[config.mk]
export PLATFORM = sky130hd
export DESIGN_NAME = rtc_timekeeper
export DESIGN_NICKNAME = d
export VERILOG_FILES = /design/src/rtl/rtc_timekeeper.sv
export SDC_FILE = /design/constraint.sdc
export NUM_CORES = 1
export LEC_CHECK = 0
export CORE_MARGIN = 1.5
export CORE_UTILIZATION = 45
export CTS_CLUSTER_DIAMETER = 100
export DETAILED_ROUTE_END_ITERATION = 6
export PLACE_DENSITY = 0.71
export SYNTH_ARGS = -nofsm -noshare
export SYNTH_HDL_FRONTEND = slang
export SYNTH_SLANG_ARGS = --single-unit
[constraint.sdc]
create_clock -name clk -period 3.45 [get_ports clk]
set_input_delay 0.69 -clock clk [delete_from_list [all_inputs] [get_ports clk]]
set_output_delay 0.69 -clock clk [all_outputs]
set_load 0.1 [all_outputs]
[src/rtl/rtc_timekeeper.sv]
// Real-time-clock core: prescales clk to a once-per-second tick and keeps hours:mins:secs,
// with run enable, range-checked time load, optional hour wrap with day pulse and a sticky alarm.
module rtc_timekeeper #(
    parameter int TICKS_PER_SEC = 50_000_000,
    parameter int HOURS_W       = 16,
    parameter int HOUR_MOD      = 0
) (
    input  logic               clk,
    input  logic               rst,
    input  logic               en,
    input  logic               set_stb,
    input  logic [HOURS_W-1:0] set_hours,
    input  logic [7:0]         set_mins,
    input  logic [7:0]         set_secs,
    output logic               set_ack,
    output logic               set_err,
    input  logic               alarm_wr,
    input  logic [HOURS_W-1:0] alarm_hours,
    input  logic [7:0]         alarm_mins,
    input  logic [7:0]         alarm_secs,
    input  logic               alarm_en,
    input  logic               alarm_clr,
    output logic [HOURS_W-1:0] hours,
    output logic [7:0]         mins,
    output logic [7:0]         secs,
    output logic               sec_tick,
    output logic               day_tick,
    output logic               alarm_irq
);

    localparam int PW        = (TICKS_PER_SEC > 1) ? $clog2(TICKS_PER_SEC) : 1;
    localparam int P_LAST_I  = TICKS_PER_SEC - 1;
    localparam logic [PW-1:0] P_LAST = P_LAST_I[PW-1:0];

    // Free-running hours behave as a modulus of 2**HOURS_W, so one wrap value serves both modes.
    localparam int H_MOD_I   = (HOUR_MOD == 0) ? (1 << HOURS_W) : HOUR_MOD;
    localparam int H_LAST_I  = H_MOD_I - 1;
    localparam logic [HOURS_W:0]   H_MOD  = H_MOD_I[HOURS_W:0];
    localparam logic [HOURS_W-1:0] H_LAST = H_LAST_I[HOURS_W-1:0];

    logic [PW-1:0]      pcnt;
    logic [HOURS_W-1:0] a_hours;
    logic [7:0]         a_mins;
    logic [7:0]         a_secs;

    logic               load_ok;
    logic               do_load;
    logic               tick;
    logic               secs_wrap;
    logic               mins_wrap;
    logic               hours_wrap;
    logic [HOURS_W-1:0] n_hours;
    logic [7:0]         n_mins;
    logic [7:0]         n_secs;
    logic               alarm_hit;

    always_comb begin
        load_ok    = (set_secs <= 8'd59) && (set_mins <= 8'd59) && ({1'b0, set_hours} < H_MOD);
        do_load    = set_stb && load_ok;
        tick       = en && (pcnt == P_LAST);
        secs_wrap  = (secs == 8'd59);
        mins_wrap  = (mins == 8'd59);
        hours_wrap = (hours == H_LAST);

        n_secs  = secs_wrap ? 8'd0 : secs + 8'd1;
        n_mins  = mins;
        n_hours = hours;
        if (secs_wrap) begin
            n_mins = mins_wrap ? 8'd0 : mins + 8'd1;
            if (mins_wrap)
                n_hours = hours_wrap ? '0 : hours + HOURS_W'(1);
        end

        // Alarm compares against the time about to become visible, not the current one.
        alarm_hit = alarm_en && ({n_hours, n_mins, n_secs} == {a_hours, a_mins, a_secs});
    end

    always_ff @(posedge clk or posedge rst) begin
        if (rst) begin
            pcnt      <= '0;
            hours     <= '0;
            mins      <= '0;
            secs      <= '0;
            a_hours   <= '0;
            a_mins    <= '0;
            a_secs    <= '0;
            sec_tick  <= 1'b0;
            day_tick  <= 1'b0;
            set_ack   <= 1'b0;
            set_err   <= 1'b0;
            alarm_irq <= 1'b0;
        end else begin
            // NOTE: pulses default low every cycle; later non-blocking assignments in this block win.
            sec_tick <= 1'b0;
            day_tick <= 1'b0;
            set_ack  <= 1'b0;
            set_err  <= 1'b0;

            if (alarm_wr) begin
                a_hours <= alarm_hours;
                a_mins  <= alarm_mins;
                a_secs  <= alarm_secs;
            end

            if (do_load) begin
                hours   <= set_hours;
                mins    <= set_mins;
                secs    <= set_secs;
                pcnt    <= '0;
                set_ack <= 1'b1;
            end else begin
                set_err <= set_stb;
                if (tick) begin
                    pcnt     <= '0;
                    hours    <= n_hours;
                    mins     <= n_mins;
                    secs     <= n_secs;
                    sec_tick <= 1'b1;
                    day_tick <= secs_wrap && mins_wrap && hours_wrap;
                end else if (en) begin
                    pcnt <= pcnt + PW'(1);
                end
            end

            // A new match takes priority over a clear issued in the same cycle.
            if (tick && !do_load && alarm_hit)
                alarm_irq <= 1'b1;
            else if (alarm_clr)
                alarm_irq <= 1'b0;
        end
    end

endmodule

==> run_results.csv <==
group,metric,value,unit
logic_synthesis,synth_area_leaders,"dfrtp_1 (43%), mux2_2 (6.4%), xor2_1 (6.1%)",
clock_network,htree_levels,3,
clock_network,cts_hold_buffers,0,
logic_synthesis,synth.most_common_cell,"dfrtp_1",
job,max_cap_violations,0,
critical_path,critical_path_arrival,3380,ps
sta,min_period,3100,ps
hold_path,hold_path.class,"flip-flop to flip-flop",
logic_synthesis,synth_top_cell_by_area,"dfrtp_1",
placement,port_buffers,107,
critical_path,cp-startpoint,"mins[1]",
finish,design.final.nets,791,
die,fp.dieW,114,um
die,design.die.area,13100,sq um
critical_path,start_kind,"flip-flop",
logic_synthesis,ys_top_cells_by_count,"dfrtp_1 (95), nand2_1 (72), nor2_1 (59), o21ai_0 (40), xor2_1 (39)",
critical_path,rrSetupSlack,350,ps
global_routing,grt_pass1_vias,4907,
finish,areaGrowthSynthToFinish,27.1,%
die,die-height,114,um
critical_path,critPathKind,"flip-flop to flip-flop",
clock_network,cts_setup_buffers,0,
logic_synthesis,synth_edf_count,0,
drt,firstDrtPassIters,5,
pwr,p_leak,2.87,nW
logic_synthesis,syn_inst,607,
drt,drt_iter0_drc,320,
logic_synthesis,syn_nets,682,
logic_synthesis,ys_warn_count,0,
clock_network,clk_latency,360,ps
die,num_rows,40,
outcome,status,"complete, no violations",
sta,clock.fmax,322,MHz
sta,slew_headroom,35.5,%
logic_synthesis,yosysUniqueCellTypes,59,
sta,report.final.slew_viol_count,0,
critical_path,r2r_end,"alarm_irq",
global_routing,grt_pass1_wl,24600,um
die,io_pins,108,
sta,clock-skew-final,7.56,ps
sta,fin_crit_sh,90.0,%
critical_path,cp-end-kind,"flip-flop",
drt,vias,4914,
logic_synthesis,synthArstFlopShare,100,%
placement,gp_congestion,0.883,
logic_synthesis,netlist.area_leader.share,42.5,%
global_routing,globalRoute.totalOverflow,0,
sta,grt_setup_unrepaired,"no",
sta,hold_violations,0,
finish,antennaDiodeCount,0,
finish,drive_gt1_share,16.5,%
critical_path,r2r_cells,10,
die,initial_core_util,46.4,%
logic_synthesis,synthFlopType,"dfrtp_1",
clock_network,cts_made_buffers,9,
drt,wirelength,15300,um
drt,drcViolationCount,0,
critical_path,endpoint,"alarm_irq",
pwr,peakVddDrop,0.292,mV
logic_synthesis,syn_avg_cell_area,9.21,sq um
clock_network,clk_pin_slew,70,ps
critical_path,r2r_start,"mins[1]",
placement,hpwlAfterDp,10900,um
clock_network,cts_buffer_depth,2,
sta,fin_tns_setup,0,ps
critical_path,critPathMaxFanout,9,
drt,drtAntennaViolNets,0,
pwr,powerDensity,542,nW/um^2
drt,via_per_inst,5.53,
sta,fin_hold_ws,531,ps
die,core_region_area,12100,sq um
critical_path,crit_required,3720,ps
logic_synthesis,synth_area,5590,sq um
global_routing,grt_max_degree,55,
global_routing,grtUsageTotal,24.4,%
sta,setup_viol,0,
sta,tightest_slew,965,ps
clock_network,clkSinkCount,95,
logic_synthesis,yosysSeqAreaShare,42.5,%
clock_network,cts_tree,"built",
global_routing,antenna_found_initial,0,
clock_network,cts_resized,0,
drt,routedWlPerCell,17.2,um
logic_synthesis,synth-seq-cells,95,
clock_network,cts-root-buf,"clkbuf_16",
finish,fillers,1076,
[worst max-delay path, cell delays in order, from the launching register on]
cell and delay (ps):
dfrtp_1 430, ha_1 240, or4b_4 510, nor4_4 490, buf_4 250, and2_2 190
xnor2_1 140, o2bb2ai_1 120, a311oi_1 280, nand4_1 160, o32ai_2 210
[logic make-up (layout without fill, tap and decap cells)]
group | count (synthesis) | in the layout | synth area share, %
AND/OR/NAND/NOR | 264 | 264 | 24.4
AO/OA/AOI/OAI | 96 | 96 | 10.5
flip-flops | 95 | 95 | 42.5
XOR/XNOR | 73 | 73 | 11.4
buffers and inverters | 38 | 152 | 2.91
multiplexers | 37 | 37 | 7.34
adder cells (fa/ha/maj) | 4 | 4 | 0.895
[layout make-up]
cell class | instances | area [sq um] | share of cell area [%]
timing repair buffer | 127 | 1150 | 16.2
inverter | 9 | 35.0 | 0.493
clock inverter | 6 | 47.5 | 0.669
tap | 168 | 210 | 2.96
clock buffer | 10 | 229 | 3.22
multi-input combinational | 474 | 3060 | 43.0
sequential | 95 | 2380 | 33.5
[sequential cells by signal, indices dropped and copies added (netlist names)]
signal	count
alarm_irq	1
set_ack	1
a_hours	16
a_mins	8
secs	8
hours	16
a_secs	8
day_tick	1
mins	8
sec_tick	1
set_err	1
pcnt	26
[layer usage]
metal / share of wire (%) / track usage [%]
met3: 6.9 / 6.78
met5: 0 / 0
met2: 47 / 40.3
met1: 43 / 30.8
met4: 2.3 / 8.75
[power by group]
part / switching (mW) / internal [mW]
Clock: 0.452 / 0.491
Combinational: 0.985 / 0.459
Sequential: 0.212 / 1.25
Total: 1.65 / 2.20
[cell usage in the layout, fill, tap and decap left out, types with 3 or more instances in the layout]
| master | n |
|---|---|
| nor3_1 | 15 |
| nor4_2 | 5 |
| nor2b_1 | 6 |
| nor4_1 | 5 |
| mux2i_1 | 5 |
| nor2_1 | 59 |
| ha_1 | 4 |
| o211ai_1 | 3 |
| nand3_1 | 26 |
| or4_1 | 5 |
| inv_1 | 7 |
| or3_1 | 10 |
| xor2_1 | 39 |
| xnor2_1 | 34 |
| o21ai_0 | 40 |
| nand2_1 | 72 |
| nand4_1 | 24 |
| clkinvlp_4 | 4 |
| and4_1 | 7 |
| clkbuf_16 | 9 |
| a31oi_1 | 10 |
| a21oi_1 | 20 |
| dfrtp_1 | 95 |
| buf_4 | 53 |
| and3_1 | 10 |
| clkdlybuf4s50_1 | 73 |
| nand2b_1 | 3 |
| mux2_2 | 32 |
[how the worst min path moves through the flow]
stage,start,endpoint,slack [ps],depth (start not counted)
after CTS,a_hours[2],a_hours[2],540,1
final,a_hours[2],a_hours[2],530,1
after detailed placement,a_hours[2],a_hours[2],520,1
after global placement,a_hours[2],a_hours[2],510,1
after global routing,a_hours[2],a_hours[2],540,1
after floorplan,pcnt[25],pcnt[25],500,2
[metrics by stage]
stage               util [%]  power, mW  area, sq um  std cells  setup slack (ps)
floorplan                  -       2.51         5590        607              58.3
global placement        56.6       2.90         6830        873               171
detailed placement      56.6       2.92         6830        873              24.6
CTS                     58.9       3.88         7110        889               375
global route            58.9       4.03         7110        889               154
finish                  58.9       3.85         7110        889               345
No activity file was read; power rests on OpenSTA's default activity.
